[src/rtl/vdp_pkg.sv]
// Shared types and constants for the VDP host-side VRAM port.
// State encoding and control-port decode values.
package vdp_pkg;

    typedef enum logic [1:0] {
        ST_IDLE,
        ST_RD_ISSUE,
        ST_RD_CAPTURE,
        ST_WR_ISSUE
    } state_t;

    localparam logic [1:0] CTL_RD_SETUP = 2'b00;
    localparam logic [1:0] CTL_WR_SETUP = 2'b01;
    localparam int         CTL_REG_WR   = 7;
    localparam logic [5:0] REG_ADDR_HI  = 6'd14;

endpackage

[src/rtl/vram_cpu_port.sv]
// CPU data/control port decoder and VRAM initiator (read-ahead, auto-increment).
// Optional dropped-request counter: define VRAM_PORT_DROPCNT_EN.
module vram_cpu_port
    import vdp_pkg::*;
#(
    parameter int ADDR_W = 15,
    parameter int DROP_W = 8
) (
    input  logic              clk,
    input  logic              rst_n,
    input  logic              cpu_req,
    input  logic              cpu_wr,
    input  logic              cpu_mode,
    input  logic [7:0]        cpu_din,
    output logic [7:0]        cpu_dout,
    output logic              cpu_busy,
    input  logic [7:0]        status_in,
    output logic              status_rd,
    output logic              reg_we,
    output logic [5:0]        reg_num,
    output logic [7:0]        reg_val,
    output logic [ADDR_W-1:0] ram_addr,
    output logic              ram_we,
    output logic [7:0]        ram_din,
    input  logic [7:0]        ram_dout
`ifdef VRAM_PORT_DROPCNT_EN
    ,
    output logic [DROP_W-1:0] drop_cnt
`endif
);

    state_t            r_state;
    logic [ADDR_W-1:0] r_addr;
    logic [7:0]        r_rdbuf;
    logic [7:0]        r_wbuf;
    logic              r_flag;
    logic [7:0]        r_lat;
    logic [7:0]        r_cpu_dout;
    logic              r_status_rd;
    logic              r_reg_we;
    logic [5:0]        r_reg_num;
    logic [7:0]        r_reg_val;

    assign cpu_dout  = r_cpu_dout;
    assign cpu_busy  = (r_state != ST_IDLE);
    assign status_rd = r_status_rd;
    assign reg_we    = r_reg_we;
    assign reg_num   = r_reg_num;
    assign reg_val   = r_reg_val;
    assign ram_addr  = r_addr;
    assign ram_din   = r_wbuf;
    // Gate with rst_n so a reset edge during WR_ISSUE never writes
    assign ram_we    = (r_state == ST_WR_ISSUE) & rst_n;

    // Access FSM with address, read-ahead buffer and first-byte latch
    always_ff @(posedge clk) begin
        if (!rst_n) begin
            r_state     <= ST_IDLE;
            r_addr      <= '0;
            r_rdbuf     <= '0;
            r_wbuf      <= '0;
            r_flag      <= 1'b0;
            r_lat       <= '0;
            r_cpu_dout  <= '0;
            r_status_rd <= 1'b0;
            r_reg_we    <= 1'b0;
            r_reg_num   <= '0;
            r_reg_val   <= '0;
        end else begin
            r_status_rd <= 1'b0;
            r_reg_we    <= 1'b0;
            unique case (r_state)
                ST_IDLE: begin
                    if (cpu_req) begin
                        if (!cpu_mode) begin
                            r_flag <= 1'b0;
                            if (cpu_wr) begin
                                r_wbuf  <= cpu_din;
                                r_rdbuf <= cpu_din;
                                r_state <= ST_WR_ISSUE;
                            end else begin
                                r_cpu_dout <= r_rdbuf;
                                r_state    <= ST_RD_ISSUE;
                            end
                        end else if (!cpu_wr) begin
                            r_cpu_dout  <= status_in;
                            r_status_rd <= 1'b1;
                            r_flag      <= 1'b0;
                        end else if (!r_flag) begin
                            r_lat  <= cpu_din;
                            r_flag <= 1'b1;
                        end else begin
                            r_flag <= 1'b0;
                            case (cpu_din[7:6])
                                CTL_RD_SETUP: begin
                                    r_addr[13:0] <= {cpu_din[5:0], r_lat};
                                    r_state      <= ST_RD_ISSUE;
                                end
                                CTL_WR_SETUP: begin
                                    r_addr[13:0] <= {cpu_din[5:0], r_lat};
                                end
                                default: begin
                                    r_reg_we  <= cpu_din[CTL_REG_WR];
                                    r_reg_num <= cpu_din[5:0];
                                    r_reg_val <= r_lat;
                                    if (cpu_din[5:0] == REG_ADDR_HI)
                                        r_addr[ADDR_W-1:14] <= r_lat[ADDR_W-15:0];
                                end
                            endcase
                        end
                    end
                end
                ST_RD_ISSUE: begin
                    r_state <= ST_RD_CAPTURE;
                end
                ST_RD_CAPTURE: begin
                    r_rdbuf <= ram_dout;
                    r_addr  <= r_addr + 1'b1;
                    r_state <= ST_IDLE;
                end
                ST_WR_ISSUE: begin
                    r_addr  <= r_addr + 1'b1;
                    r_state <= ST_IDLE;
                end
                default: begin
                    r_state <= ST_IDLE;
                end
            endcase
        end
    end

`ifdef VRAM_PORT_DROPCNT_EN
    logic [DROP_W-1:0] r_drop_cnt;

    assign drop_cnt = r_drop_cnt;

    // Saturating count of requests that arrive while busy
    always_ff @(posedge clk) begin
        if (!rst_n) begin
            r_drop_cnt <= '0;
        end else if (cpu_req && cpu_busy && (r_drop_cnt != '1)) begin
            r_drop_cnt <= r_drop_cnt + 1'b1;
        end
    end
`endif

endmodule
[config.mk]
export PLATFORM = sky130hd
export DESIGN_NAME = vram_cpu_port
export DESIGN_NICKNAME = d
export VERILOG_FILES = /design/src/rtl/vdp_pkg.sv /design/src/rtl/vram_cpu_port.sv
export SDC_FILE = /design/constraint.sdc
export NUM_CORES = 1
export LEC_CHECK = 0
export CORE_ASPECT_RATIO = 0.75
export CORE_MARGIN = 1.5
export CORE_UTILIZATION = 48
export CTS_CLUSTER_DIAMETER = 100
export DETAILED_ROUTE_END_ITERATION = 8
export GPL_TIMING_DRIVEN = 0
export PLACE_DENSITY_LB_ADDON = 0.05
export SKIP_CTS_REPAIR_TIMING = 1
export SYNTH_ARGS = -nofsm -noshare
export SYNTH_HDL_FRONTEND = slang
export SYNTH_SLANG_ARGS = --single-unit
[constraint.sdc]
create_clock -name clk -period 2.34 [get_ports clk]
set_clock_uncertainty 0.2 [all_clocks]
set_input_delay 0.468 -clock clk [delete_from_list [all_inputs] [get_ports clk]]
set_output_delay 0.468 -clock clk [all_outputs]
set_load 0.005 [all_outputs]
# ---- After elaboration in Yosys (flattened, before gate mapping)
# Index checks and enable logic that the tools add are counted.
dict set report op_classes {
  addsub 1
  n_eq_ne 16
  mux 26
  n_bitwise 8
  n_reduce_logical 18
}
# op count
set op_table {}
lappend op_table {{$mux 15} 4}
lappend op_table {{$mux 8} 6}
lappend op_table {{$pmux 15 s2} 1}
lappend op_table {{$ne 2x2->1 const B} 8}
lappend op_table {{$pmux 8 s2} 1}
lappend op_table {{$reduce_and 4->1} 4}
lappend op_table {{$add 15x1->15 const B} 1}
lappend op_table {{$mux 14} 1}
lappend op_table {{$mux 2} 6}
lappend op_table {{$reduce_and 6->1} 2}
lappend op_table {{$reduce_or 8->1} 1}
lappend op_table {{$not 1->1} 7}
lappend op_table {{$reduce_and 7->1} 1}
lappend op_table {{$eq 6x4->1 const B} 1}
lappend op_table {{$mux 1} 6}
lappend op_table {{$ne 3x3->1 const B} 2}
lappend op_table {{$pmux 2 s3} 1}
lappend op_table {{$reduce_bool 2->1} 3}
lappend op_table {{$reduce_and 5->1} 1}
lappend op_table {{$eq 2x1->1 const B} 2}
lappend op_table {{$eq 2x2->1 const B} 2}
lappend op_table {{$logic_not 2->1} 2}
lappend op_table {{$reduce_or 2->1} 2}
lappend op_table {{$ne 3x2->1 const B} 1}
lappend op_table {{other kinds (3)} 3}
dict set report word_totals {
  register_bits 66
  input_bits 29
  out_inout_bits 49
}

# ---- Depth between registers and ports, before layout
dict set report logic_depth {
  depth_word 8
  depth_mapped 6
}

# ---- Worst setup path before layout
# Ideal clock, no wire load.
dict set report synth_path {
  path_kind {input -> register}
  from {in cpu_wr}
  to {reg r_addr[0] (netlist: ram_addr[0])}
  setup_time_ps 116
  t_arrival_ps 1689
  required_ps 2024
  path_slack_ps 335
  cell_stages 5
  cell_sequence {buf_2 nand3b_2 nor3_4 mux2_1 o211a_1}
}
dict set report synth_between {
  elab_chain_cells 2
}
# item line_no
set synth_lines {}
lappend synth_lines {{start, declared} vram_cpu_port.sv:12} ;# input logic cpu_wr,
lappend synth_lines {{$ne 2x2->1 (no source line)} --}
lappend synth_lines {{$reduce_and 6->1 (no source line)} --}
lappend synth_lines {{end signal, assigned} vram_cpu_port.sv:96} ;# r_addr[13:0] <= {cpu_din[5:0], r_lat};
lappend synth_lines {{end signal, assigned} vram_cpu_port.sv:100} ;# r_addr[13:0] <= {cpu_din[5:0], r_lat};
lappend synth_lines {{end signal, assigned by index} vram_cpu_port.sv:107} ;# r_addr[ADDR_W-1:14] <= r_lat[ADDR_W-15:0];
lappend synth_lines {{end, declared} vram_cpu_port.sv:33} ;# logic [ADDR_W-1:0] r_addr;
# Every way passes these cells.
# A chain may end at the register's enable or synchronous reset.

# ---- Worst setup path after layout
dict set report layout_path {
  from {reg r_state[1]}
  to {out ram_we}
}
dict set report layout_between {
  elab_chain_cells 2
}
# item line_no
set layout_lines {}
lappend layout_lines {{start, declared} vram_cpu_port.sv:32} ;# state_t r_state;
lappend layout_lines {{start signal, assigned} vram_cpu_port.sv:58} ;# r_state <= ST_IDLE;
lappend layout_lines {{start signal, assigned} vram_cpu_port.sv:80} ;# r_state <= ST_WR_ISSUE;
lappend layout_lines {{start signal, assigned} vram_cpu_port.sv:83} ;# r_state <= ST_RD_ISSUE;
lappend layout_lines {{$eq 2x2->1} vram_cpu_port.sv:53} ;# assign ram_we = (r_state == ST_WR_ISSUE) & rst_n;
lappend layout_lines {{$and 1x1->1} vram_cpu_port.sv:53}
lappend layout_lines {{end, declared} vram_cpu_port.sv:23} ;# output logic ram_we,
# Every way passes these cells.

==> impl_results.html <==
<table>
<tr><th>Metric</th><th>Value</th></tr>
<tr><th colspan="2">Outcome</th></tr>
<tr><td>Run status</td><td>completed</td></tr>
<tr><th colspan="2">Timing</th></tr>
<tr><td>Final setup margin</td><td>71.3 ps</td></tr>
<tr><td>Actual transition at the worst max-transition pin</td><td>~620 ps</td></tr>
<tr><td>Final-report max-slew violation count</td><td>0</td></tr>
<tr><td>Final Hold Violating Endpoints</td><td>0</td></tr>
<tr><td>Crit path time final</td><td>2270 ps</td></tr>
<tr><td>Fmax</td><td>0.441 GHz</td></tr>
<tr><td>Setup violators final</td><td>0</td></tr>
<tr><td>Tightest slew margin relative to the limit</td><td>58.4%</td></tr>
<tr><td>RSZ-0062 raised after global routing</td><td>no</td></tr>
<tr><td>Share of the cycle needed by the critical path after routing</td><td>97.0%</td></tr>
<tr><th colspan="2">Clocking</th></tr>
<tr><td>CTS tree</td><td>built</td></tr>
<tr><td>Count of H-tree levels built during CTS</td><td>3</td></tr>
<tr><td>Clock input transition at the sequential cells of the worst setup and hold paths</td><td>70 ps</td></tr>
<tr><td>CTS sink cnt</td><td>66</td></tr>
<tr><td>Largest buffer count on any clock path</td><td>2</td></tr>
<tr><td>Worst skew pair latency</td><td>340 ps</td></tr>
<tr><td>Root buf cell</td><td>clkbuf_8</td></tr>
<tr><td>Number of buffers inserted during clock tree synthesis</td><td>9</td></tr>
<tr><th colspan="2">Floorplanning</th></tr>
<tr><td>Row Count</td><td>24</td></tr>
<tr><td>Initial Utilization</td><td>between 40% and 50%</td></tr>
<tr><td>Die span in y</td><td>about 70 um</td></tr>
<tr><td>Area inside the core boundary</td><td>a little under 0.006 mm2</td></tr>
<tr><td>Die area</td><td>0.00654 mm2</td></tr>
<tr><td>Die outline width</td><td>92.9 um</td></tr>
<tr><td>Number of top-level pins</td><td>78</td></tr>
<tr><th colspan="2">Route</th></tr>
<tr><td>Count of routing violations after the opening detailed-route iteration</td><td>197</td></tr>
<tr><td>Routed wire length</td><td>8330 um</td></tr>
<tr><td>Antenna-violating nets left</td><td>0</td></tr>
<tr><td>Post-route DRC</td><td>0</td></tr>
<tr><td>DR vias/cell</td><td>5.50</td></tr>
<tr><td>Via Count</td><td>approximately 2800</td></tr>
<tr><td>Pre-antenna DRT Iters</td><td>5</td></tr>
<tr><td>WL per Instance</td><td>16.4 um</td></tr>
<tr><th colspan="2">Pwr</th></tr>
<tr><td>Pwr Total</td><td>0.00247 W</td></tr>
<tr><td>Leak</td><td>1.53 nW</td></tr>
<tr><td>Power density over cell area</td><td>613 mW/mm2</td></tr>
<tr><td>VDD IR-drop max</td><td>0.358 mV</td></tr>
<tr><th colspan="2">Worst setup path</th></tr>
<tr><td>Setup crit start kind</td><td>flop</td></tr>
<tr><td>Required time worst endpoint</td><td>1670 ps</td></tr>
<tr><td>Endpoint kind of the worst setup timing path</td><td>output port</td></tr>
<tr><td>Destination of the critical timing path</td><td>ram_we</td></tr>
<tr><td>Type of the setup path with the least slack</td><td>reg -&gt; out</td></tr>
<tr><td>Worst reg2reg path startpoint</td><td>r_state[1]</td></tr>
<tr><td>Crit path launch</td><td>r_state[1]</td></tr>
<tr><td>Worst endpoint data arrival time</td><td>between 1500 and 2000 ps</td></tr>
<tr><td>R2R depth</td><td>6</td></tr>
<tr><td>Setup slack, reg-to-reg</td><td>270 ps</td></tr>
<tr><td>Worst-path maximum fanout</td><td>10</td></tr>
<tr><td>Reg-to-Reg End</td><td>ram_addr[14]</td></tr>
<tr><th colspan="2">Place</th></tr>
<tr><td>Final GP Congestion</td><td>0.835</td></tr>
<tr><td>HPWL after DPL</td><td>5900 um</td></tr>
<tr><td>IO Port Bufs</td><td>76</td></tr>
<tr><td>Dpl ws</td><td>-435 ps</td></tr>
<tr><th colspan="2">Finish</th></tr>
<tr><td># diodes</td><td>0</td></tr>
<tr><td>NumNets Final</td><td>454</td></tr>
<tr><td>Final core area utilization</td><td>69.2%</td></tr>
<tr><td>Area added between synthesis and finish</td><td>38.6%</td></tr>
<tr><td>Share of cells above drive strength 1</td><td>~8.4%</td></tr>
<tr><th colspan="2">Global routing</th></tr>
<tr><td>First-pass GRT wire length</td><td>13100 um</td></tr>
<tr><td>Largest net degree at the start of global routing</td><td>12</td></tr>
<tr><td>Antenna violations before repair</td><td>0</td></tr>
<tr><td>Number of global-route vias before repair</td><td>2583</td></tr>
<tr><td>GRT overflow</td><td>0</td></tr>
<tr><td>Combined global-route utilization of all metal layers</td><td>26.6%</td></tr>
<tr><th colspan="2">Synth</th></tr>
<tr><td>Area share of xor/xnor cells in the synthesized design</td><td>approximately 1.8%</td></tr>
<tr><td>Part of the Yosys area used for sequential elements</td><td>45.5%</td></tr>
<tr><td>Summed instance area of the synthesized netlist</td><td>about 0.0029 mm2</td></tr>
<tr><td>Syn. warnings</td><td>0</td></tr>
<tr><td>Ys async rst share</td><td>0%</td></tr>
<tr><td>Gate count of the mapped netlist</td><td>334</td></tr>
<tr><td>Post-synthesis simple-gate area fraction</td><td>23.0%</td></tr>
<tr><td>Yosys cell types</td><td>50</td></tr>
<tr><td>Compound-cell area share of the yosys netlist</td><td>18.2%</td></tr>
<tr><td>Post-synthesis sequential element count</td><td>66</td></tr>
<tr><td>Top FF cell, synth</td><td>dfxtp_1</td></tr>
<tr><td>Main combinational cell family by area after synthesis</td><td>simple AND/OR/NAND/NOR gates</td></tr>
<tr><td>Number of nets in the synthesized netlist</td><td>around 360</td></tr>
<tr><td>Mux share of post-synthesis cell area</td><td>between 6 and 7%</td></tr>
<tr><td>Average cell area after synthesis</td><td>8.70 um2</td></tr>
<tr><td>Number of enable flip-flop cells after synthesis</td><td>0</td></tr>
<tr><td>Share of synthesized cell area in full adder, half adder and majority cells</td><td>less than 1%</td></tr>
<tr><th colspan="2">Run</th></tr>
<tr><td>Max-capacitance violation count</td><td>0</td></tr>
<tr><th colspan="2">Worst hold path</th></tr>
<tr><td>Worst hold path type</td><td>reg -&gt; reg</td></tr>
</table>
## where the power goes
part	leakage (nW)	total [W]	internal, W	switching (W)
clock	0.0986	0.000990	0.000549	0.000441
combinational	0.897	0.000287	0.000148	0.000139
sequential	0.536	0.00119	0.00116	0.0000289
## metal layers
metal | vias up | global-route usage [%] | wire length [um]
met5 | - | 0 | 0
met2 | 104 | 39.4 | 3720
li1 | 1366 | - | -
met1 | 1306 | 36.2 | 3840
met3 | 11 | 9.80 | 689
met4 | 0 | 7.58 | 89
## worst max-delay path: stages, from the launching register on
cell and delay, ps:
dfxtp_1 360, buf_6 120, buf_6 130, and3_1 140, clkdlybuf4s50_1 490
## area by class of cell
cell class	instances	area (um2)
Sequential cell	66	1320
Buffer	20	108
Tap cell	78	97.6
Clock inverter	4	50.0
Clock buffer	12	155
Multi-Input combinational cell	237	1450
Timing Repair Buffer	80	808
Inverter	10	37.5
Fill cell	513	1800
## worst min path at each step
| stage | end | cells past startpoint | from |
|---|---|---|---|
| 2_1_floorplan | r_rdbuf[0] | 2 | r_rdbuf[0] |
| 3_3_place_gp | reg_num[1] | 2 | reg_num[1] |
| 3_5_place_dp | reg_val[2] | 2 | reg_val[2] |
| 4_1_cts | reg_val[1] | 2 | reg_val[1] |
| 5_1_grt | reg_val[2] | 2 | reg_val[2] |
| 6_report | reg_val[1] | 2 | reg_val[1] |
## stage by stage
stage	TNS [ps]	cell area, um2	cells	hold WS, ps
after global routing	0	4030	507	273
after floorplan	0	2910	334	231
final	0	4030	507	251
after CTS	-1590	3970	504	255
after detailed placement	-7320	3760	488	245
after global placement	-6410	3760	488	236
## cells by family (layout without fill, tap and decap cells)
kind of cell,count (synthesis),count (layout)
xor gates and xnor gates,6,6
and+or+nand+nor,133,133
AOI/OAI and AO/OA,79,79
muxes,18,18
adders and majority gates,1,1
DFF,66,66
buffers and inverters,31,126
## registers in the layout, indices dropped and copies added, names as in the netlist, 2 cells and up
name,count
reg_num,6
reg_val,8
ram_addr,15
r_state,2
ram_din,8
r_rdbuf,8
cpu_dout,8
r_lat,8
## synthesized netlist by cell type, drive strengths merged (6+ instances only)
| cell type | number | area (um2) |
|---|---|---|
| a211oi | 7 | 52.6 |
| a21oi | 36 | 180 |
| and3 | 6 | 37.5 |
| buf | 7 | 43.8 |
| clkbuf | 14 | 52.6 |
| dfxtp | 66 | 1320 |
| inv | 10 | 37.5 |
| mux2 | 6 | 67.6 |
| mux2i | 12 | 120 |
| nand2 | 59 | 221 |
| nand3 | 9 | 45.0 |
| nand4 | 6 | 37.5 |
| nor2 | 24 | 97.6 |
| nor3 | 8 | 51.3 |
| o211a | 7 | 70.1 |
| o211ai | 6 | 45.0 |
| o221ai | 6 | 52.6 |
## layout by cell type (no fill, tap or decap), types with 2 or more instances in the layout
| master | n |
|---|---|
| clkdlybuf4s50_1 | 74 |
| dfxtp_1 | 66 |
| nand2_1 | 59 |
| a21oi_1 | 36 |
| nor2_1 | 23 |
| clkbuf_1 | 12 |
| mux2i_1 | 12 |
| clkbuf_8 | 11 |
| inv_1 | 9 |
| nand3_1 | 9 |
| o211a_1 | 7 |
| nor3_1 | 7 |
| a211oi_1 | 7 |
| and3_1 | 6 |
| mux2_1 | 6 |
| nand4_1 | 6 |
| o211ai_1 | 6 |
| o221ai_1 | 6 |
| buf_2 | 5 |
| o21ai_0 | 5 |
| xnor2_1 | 5 |
| buf_4 | 4 |
| a2bb2oi_1 | 4 |
| buf_6 | 3 |
| and4_1 | 2 |
| nand3b_1 | 2 |
| nand2b_1 | 2 |
| a222oi_1 | 2 |
| nor4_1 | 2 |
| or2_1 | 2 |
| clkinvlp_4 | 2 |
| dlymetal6s2s_1 | 2 |
(Power assumes the default switching activity.)
